===== src/rtl/mem_arbiter_pkg.sv =====
// Shared processor package: word size, arbiter state encoding and a
// counter-width helper used by the memory arbiter.
package mem_arbiter_pkg;

  localparam int WORD_SIZE = 16;

  typedef enum logic [1:0] {
    IDLE   = 2'd0,
    BUSY_I = 2'd1,
    BUSY_D = 2'd2
  } arb_state_t;

  // Bits needed to hold values 0..max_val (at least one bit).
  function automatic int cnt_width(input int max_val);
    return (max_val < 1) ? 1 : $clog2(max_val + 1);
  endfunction

endpackage


===== src/rtl/arb_counter.sv =====
// Saturating up-counter with synchronous clear (clear wins over enable).
module arb_counter #(
  parameter int MAX   = 4,
  parameter int WIDTH = 3
) (
  input  logic             clk,
  input  logic             rst_n,
  input  logic             clr,
  input  logic             en,
  output logic [WIDTH-1:0] cnt
);

  // Count enabled cycles, holding at MAX; clear restarts from zero.
  // NOTE: sequential state uses non-blocking (<=) so every flop samples pre-edge values.
  always_ff @(posedge clk or negedge rst_n) begin
    if (!rst_n) begin
      cnt <= '0;
    end else if (clr) begin
      cnt <= '0;
    end else if (en && (cnt != WIDTH'(MAX))) begin
      cnt <= cnt + WIDTH'(1);
    end
  end

endmodule


===== src/rtl/mem_arbiter.sv =====
// Two-requester (fetch / data) arbiter in front of a single memory port.
// Grants are combinational in IDLE; everything else is registered.
module mem_arbiter #(
  parameter int WORD_SIZE    = mem_arbiter_pkg::WORD_SIZE,
  parameter int STARVE_LIMIT = 4,
  parameter int TIMEOUT      = 255
) (
  input  logic                 Clock,
  input  logic                 Resetn,
  input  logic                 InstrReq,
  input  logic [WORD_SIZE-1:0] InstrAddr,
  output logic                 InstrGrant,
  output logic                 InstrDone,
  output logic [WORD_SIZE-1:0] InstrRdata,
  input  logic                 DataReq,
  input  logic                 DataWe,
  input  logic [WORD_SIZE-1:0] DataAddr,
  input  logic [WORD_SIZE-1:0] DataWdata,
  output logic                 DataGrant,
  output logic                 DataDone,
  output logic [WORD_SIZE-1:0] DataRdata,
  output logic                 MemReq,
  output logic                 MemWe,
  output logic [WORD_SIZE-1:0] MemAddr,
  output logic [WORD_SIZE-1:0] MemWdata,
  input  logic [WORD_SIZE-1:0] MemRdata,
  input  logic                 MemAck,
  output logic                 Err
);

  import mem_arbiter_pkg::*;

  localparam int SW = cnt_width(STARVE_LIMIT);
  localparam int BW = cnt_width(TIMEOUT);

  arb_state_t    state;
  logic [SW-1:0] starve_cnt;
  logic [BW-1:0] busy_cnt;
  logic          idle;
  logic          fetch_wins;
  logic          busy;
  logic          busy_last;

  // NOTE: grants are combinational, so they are gated with Resetn to stay low during reset.
  assign idle       = (state == IDLE) && Resetn;
  assign fetch_wins = (starve_cnt == SW'(STARVE_LIMIT));
  assign InstrGrant = idle && InstrReq && (!DataReq || fetch_wins);
  assign DataGrant  = idle && DataReq && !(InstrReq && fetch_wins);
  assign busy       = (state == BUSY_I) || (state == BUSY_D);
  // busy_cnt is zero in the first busy cycle, so this marks the TIMEOUT-th busy cycle.
  assign busy_last  = (busy_cnt == BW'(TIMEOUT - 1));

  // Consecutive contended data wins; reset whenever fetch is served or stops asking.
  arb_counter #(.MAX(STARVE_LIMIT), .WIDTH(SW)) u_starve_cnt (
    .clk   (Clock),
    .rst_n (Resetn),
    .clr   (InstrGrant || !InstrReq),
    .en    (DataGrant && InstrReq),
    .cnt   (starve_cnt)
  );

  // Busy cycles of the current transaction, restarted by every grant.
  arb_counter #(.MAX(TIMEOUT), .WIDTH(BW)) u_busy_cnt (
    .clk   (Clock),
    .rst_n (Resetn),
    .clr   (InstrGrant || DataGrant),
    .en    (busy),
    .cnt   (busy_cnt)
  );

  // Arbiter FSM with registered memory-port, done, error and read-data outputs.
  always_ff @(posedge Clock or negedge Resetn) begin
    if (!Resetn) begin
      state      <= IDLE;
      MemReq     <= 1'b0;
      MemWe      <= 1'b0;
      MemAddr    <= '0;
      MemWdata   <= '0;
      InstrDone  <= 1'b0;
      DataDone   <= 1'b0;
      InstrRdata <= '0;
      DataRdata  <= '0;
      Err        <= 1'b0;
    end else begin
      InstrDone <= 1'b0;
      DataDone  <= 1'b0;
      Err       <= 1'b0;
      unique case (state)
        IDLE: begin
          if (InstrGrant) begin
            state    <= BUSY_I;
            MemReq   <= 1'b1;
            MemWe    <= 1'b0;
            MemAddr  <= InstrAddr;
            MemWdata <= '0;
          end else if (DataGrant) begin
            state    <= BUSY_D;
            MemReq   <= 1'b1;
            MemWe    <= DataWe;
            MemAddr  <= DataAddr;
            MemWdata <= DataWdata;
          end
        end
        BUSY_I, BUSY_D: begin
          // An ack in the last allowed cycle still counts as a normal completion.
          if (MemAck || busy_last) begin
            state  <= IDLE;
            MemReq <= 1'b0;
            MemWe  <= 1'b0;
            Err    <= !MemAck;
            if (state == BUSY_I) begin
              InstrDone  <= 1'b1;
              InstrRdata <= MemAck ? MemRdata : '0;
            end else begin
              DataDone  <= 1'b1;
              DataRdata <= (MemAck && !MemWe) ? MemRdata : '0;
            end
          end
        end
        default: begin
          state  <= IDLE;
          MemReq <= 1'b0;
          MemWe  <= 1'b0;
        end
      endcase
    end
  end

endmodule


===== config.mk =====
export PLATFORM = sky130hd
export DESIGN_NAME = mem_arbiter
export DESIGN_NICKNAME = d
export VERILOG_FILES = /design/src/rtl/mem_arbiter_pkg.sv /design/src/rtl/arb_counter.sv /design/src/rtl/mem_arbiter.sv
export SDC_FILE = /design/constraint.sdc
export NUM_CORES = 1
export LEC_CHECK = 0
export CAP_MARGIN = 10
export CORE_MARGIN = 2
export CORE_UTILIZATION = 45
export CTS_CLUSTER_SIZE = 12
export DETAILED_ROUTE_END_ITERATION = 16
export PLACE_DENSITY = 0.83
export SYNTH_ARGS = -nofsm -noshare
export SYNTH_HDL_FRONTEND = slang
export SYNTH_HIERARCHICAL = 1
export SYNTH_SLANG_ARGS = --single-unit

===== constraint.sdc =====
create_clock -name Clock -period 5.4 [get_ports Clock]
set_clock_uncertainty 0.1 [all_clocks]
set_input_delay 0.81 -clock Clock [delete_from_list [all_inputs] [get_ports Clock]]
set_output_delay 0.81 -clock Clock [all_outputs]
set_load 0.02 [all_outputs]

* Yosys cells after proc, flatten, opt, wreduce, memory -nomap -nowiden
Index checks and enable logic that the tools add are counted.
** Cells by class
- Add/sub/neg operators :: 2
- $mul :: 0
- Divide/modulo/power cells :: 0
- Magnitude comparators :: 0
- Equality and inequality tests :: 8
- Shift operators :: 0
- Multiplexer cells :: 29
- Bitwise gates (word level) :: 1
- Reductions and logical operators :: 29
** Operator list (number)
- $mux W16 :: 6
- $mux W8 :: 2
- $mux W1 :: 13
- $logic_and A1 B1 Y1 :: 10
- $add A8 B1 Y8 const B :: 1
- $eq A8 B8 Y1 const B :: 1
- $ne A8 B8 Y1 const B :: 1
- $mux W2 :: 3
- $mux W3 :: 2
- $ne A3 B3 Y1 const B :: 2
- $reduce_and A3 Y1 :: 2
- $reduce_bool A2 Y1 :: 3
- $logic_not A1 Y1 :: 5
- $logic_or A1 B1 Y1 :: 5
- $pmux W1 S2 :: 2
- $pmux W2 S2 :: 1
- $reduce_and A2 Y1 :: 2
- $add A3 B1 Y3 const B :: 1
- $eq A3 B3 Y1 const B :: 1
- $eq A2 B1 Y1 const B :: 1
- $eq A2 B2 Y1 const B :: 1
- $logic_not A2 Y1 :: 1
- $ne A2 B2 Y1 const B :: 1
- $reduce_or A2 Y1 :: 1
- $not A1 Y1 :: 1
** Word-level totals
- Register bits :: 82
- Bits in latches :: 0
- Memory bits (writable) :: 0
- Bits in read-only memories :: 0
- Bits of input ports :: 70
- Logic and storage cells :: 81
- Memories kept :: 0

* Longest topological paths before layout
- Word-level depth :: 8
- Mapped depth :: 8
- Depth with buffers taken out :: 7

* By module
The synthesis kept the hierarchy.
** Modules (own cells, without submodules)
- mem_arbiter :: times used 1, cells each 231, area each 2787.7 µm², seq. area each 1776.7 µm²
- arb_counter at u_busy_cnt :: times used 1, cells each 49, area each 464.2 µm², seq. area each 200.2 µm²
- arb_counter at u_starve_cnt :: times used 1, cells each 17, area each 198.9 µm², seq. area each 75.1 µm²

* Least setup slack after synthesis
Ideal clock, no wire load.
- Path type :: input to output
- From :: in Resetn
- To :: out InstrGrant
- Arrival time :: 1.592 ns
- Required time :: 4.490 ns
- Slack :: 2.898 ns
- Cell stages on the path :: 4
- Path buffers :: 2
- Cells stage by stage :: nand3_1 > a21oi_2 > buf_2 > buf_2
** On the way
- Word-level cells in the longest chain between the ends :: 3
** Ends and longest elaborated chain
- from (decl) :: line mem_arbiter.sv:9 : input logic Resetn,
- $logic_and A1 B1 Y1 :: line mem_arbiter.sv:45 : assign idle = (state == IDLE) && Resetn;
- $logic_and A1 B1 Y1 (2 in series) :: line mem_arbiter.sv:47 : assign InstrGrant = idle && InstrReq && (!DataReq || fetch_wins);
- to (decl) :: line mem_arbiter.sv:12 : output logic InstrGrant,
Every way passes these cells.

* Worst setup path in the final report
- From :: in InstrReq
- To :: out DataGrant
** On the way
- Word-level cells in the longest chain between the ends :: 3
** Ends and longest elaborated chain
- from (decl) :: line mem_arbiter.sv:10 : input logic InstrReq,
- $logic_and A1 B1 Y1 :: line mem_arbiter.sv:48 : assign DataGrant = idle && DataReq && !(InstrReq && fetch_wins);
- $logic_not A1 Y1 :: line mem_arbiter.sv:48
- $logic_and A1 B1 Y1 :: line mem_arbiter.sv:48
- to (decl) :: line mem_arbiter.sv:19 : output logic DataGrant,
Every way passes these cells.

==> results.sh <==
export IMPL_outcome="complete, no violations"
export IMPL_final_cells=540
export IMPL_synth_seq_cells=82
export IMPL_cts_buffers_inserted=9
export IMPL_die_h_um=91.6
export IMPL_place_port_buffers=140
export IMPL_grt_usage=0.230
export IMPL_powerDensity_nw_per_um2=556
export IMPL_grt_remaining_overflow=0
export IMPL_cp_max_fo=19
export IMPL_cap_violations=0
export IMPL_clk_pin_slew_worst_paths_ns=0.08
export IMPL_grt_setup_unrepaired="false"
export IMPL_dp_cells=524
export IMPL_h_tree_depth=3
export IMPL_grt_pass1_wl_um=15200
export IMPL_slew_viol_final=0
export IMPL_synth_fp_nets=372
export IMPL_cts_hold_fix_buffers=0
export IMPL_tightest_slew_ns=0.792
export IMPL_nFillCells=520
export IMPL_dieArea_um2=8390
export IMPL_cp_required_ns=4.49
export IMPL_clock_fmax_ghz=0.269
export IMPL_dieWidth_um=91.6
export IMPL_grt_max_degree=65
export IMPL_syn_avg_cell_area_um2=11.6
export IMPL_post_cts_buffers=0
export IMPL_finalHoldViolCount=0
export IMPL_fin_tns_setup_ns=0
export IMPL_cts_sinks=82
export IMPL_grt_pass1_vias=3050
export IMPL_clkLatencyLatePin_ns=0.34
export IMPL_period_share=0.688
export IMPL_gp_congestion=0.767
export IMPL_antenna_cells=0
export IMPL_arrival_ns=2.81
export IMPL_start_kind="input port"
export IMPL_antenna_found_initial=0
export IMPL_synthCells=297
export IMPL_wl_per_cell_um=17.1
export IMPL_drt_iter0_drc=198
export IMPL_pin_count=141
export IMPL_ant_nets=0
export IMPL_ys_seq_area_frac=0.595
export IMPL_dpl_hpwl_um=6580
export IMPL_yosysWarnings=6
export IMPL_cts_tree="done"
export IMPL_vias=2944
export IMPL_nNetsFinal=511
export IMPL_placed_area_um2=4920
export IMPL_hold_path_class="in2async"
export IMPL_synth_area_um2=3450
export IMPL_coreArea_um2=7330
export IMPL_clock_path_buffers=2
export IMPL_post_cts_resized=0
export IMPL_final_area_um2=5150
export IMPL_wirelength_um=9220
export IMPL_syn2layout_area_growth_pct=49.2
export IMPL_fin_crit_ns=3.72
export IMPL_dr_pass1_iters=5
export IMPL_fp_row_count=31
export IMPL_p_leak_nw=2.30
export IMPL_drc=0
export IMPL_peakVddDrop_uv=227
export IMPL_synth_cell_types=48
export IMPL_finalSetupViolations=0
export IMPL_cts_root_buf="clkbuf_8"
export IMPL_drive_gt1_frac=0.0748
export IMPL_endpoint_kind="primary output"
export IMPL_relSlewSlack=0.472
export IMPL_vias_per_cell=5.45
export IMPL_critical_path_class="in2out"
export IMPL_start_util=0.471
-- synth_stat cells, drive strengths merged --
master   number  share of area
a21boi        2         0.0076
nor3          5         0.0087
dfrtp        82           0.59
a41oi         1         0.0025
mux2          3          0.011
and3          2         0.0036
o2111a        1         0.0033
and4          2         0.0054
buf           7          0.015
a22o         34          0.087
a211oi        1         0.0022
nor2          4         0.0043
nand3         5         0.0087
nand2        35          0.038
a222oi       16          0.046
nor3b         1         0.0022
nand4         2         0.0036
nand2b        6          0.011
o21bai        1         0.0022
o211ai        1         0.0036
o21ai         3         0.0043
and4b         1         0.0029
a31oi         1         0.0018
or3           1         0.0018
a2111oi       1         0.0025
or3b          1         0.0033
clkinv        1         0.0011
nor4          2         0.0036
nor2b         5         0.0091
a21oi        23          0.034
inv          27          0.029
nand4b        1         0.0025
mux2i         2         0.0058
clkbuf        9         0.0098
ha            5          0.018
nor4b         1         0.0043
nand3b        1         0.0022
a32o          1         0.0029
-- cell type report --
cell class	count	area [um2]	share of cell area
clock buffer	10	138	0.0267
timing repair buffer	144	1430	0.278
sequential	82	2050	0.399
inverter	28	105	0.0204
clock inverter	6	90.1	0.0175
multi-input combinational	171	1210	0.235
tap	99	124	0.0241
-- per-stage QoR --
step                      hold WS [ns]  setup WS (ns)   util  power, mW
after global placement           0.372           1.76  0.671       2.34
after CTS                        0.237           1.72  0.702       2.88
final                            0.241           1.68  0.702       2.86
after floorplan                  0.371           2.90      -       1.73
after global routing             0.251           1.67  0.702       3.02
after detailed placement         0.378           1.72  0.671       2.38
-- path summary, 6_finish.rpt --
| kind | startpoint | end | slack, ns | cells past startpoint |
|---|---|---|---|---|
| min in group Clock | MemAddr[5] | MemAddr[5] | 0.40 | 2 |
| hold / removal | Resetn | MemWdata[0] | 0.24 | 1 |
| hold reg to reg | MemAddr[5] | MemAddr[5] | 0.40 | 2 |
| max in group asynchronous | Resetn | u_busy_cnt/cnt[7] | 3.87 | 2 |
| setup / recovery | InstrReq | DataGrant | 1.68 | 4 |
| setup reg to reg | state[0] | state[1] | 2.56 | 7 |
-- state kept, by name, summed over array words and instances (netlist names) --
name,count
MemWdata,16
state,2
MemAddr,16
u_starve_cnt/cnt,3
MemReq,1
MemWe,1
u_busy_cnt/cnt,8
DataDone,1
InstrRdata,16
Err,1
DataRdata,16
InstrDone,1
-- power by group --
group / internal (mW) / switching (mW) / total [mW]
Sequential: 0.857 / 0.149 / 1.01
Clock: 0.274 / 0.218 / 0.491
Combinational: 0.662 / 0.701 / 1.36
Total: 1.79 / 1.07 / 2.86
-- worst max-delay path, stage by stage --
cell	delay (ns)
clkdlybuf4s50_1	0.49
inv_1	0.08
o2111a_1	0.68
clkdlybuf4s50_1	0.74
-- per-layer routing --
metal	part of all wire	vias to the layer above	global-route usage	wire [um]
met4	0.031	0	0.107	289
met5	0	-	0	0
met1	0.40	1474	0.276	3690
met3	0.037	22	0.0299	337
met2	0.53	89	0.407	4900
li1	-	1359	-	-
-- kinds of logic after synthesis --
logic type	Yosys count	share of synthesized area
AOI/OAI and AO/OA	86	0.201
adders and majority gates	5	0.0181
buffers and inverters	44	0.0547
DFF	82	0.595
muxes	5	0.0167
and+or+nand+nor	75	0.115
-- layout by cell type, fill, tap and decap left out, types with 3 or more instances in the layout --
cell type	Yosys	layout
o21ai_0	3	3
nand3_1	4	4
a22o_1	33	33
nor2b_1	5	5
a21oi_1	22	22
nand2_1	35	35
nand2b_1	6	6
ha_1	5	5
clkdlybuf4s50_1	0	139
a222oi_1	16	16
buf_4	0	5
dfrtp_1	82	82
nor3_1	4	4
nor2_1	4	4
clkbuf_8	0	10
inv_1	27	27
(Power assumes the default switching activity.)
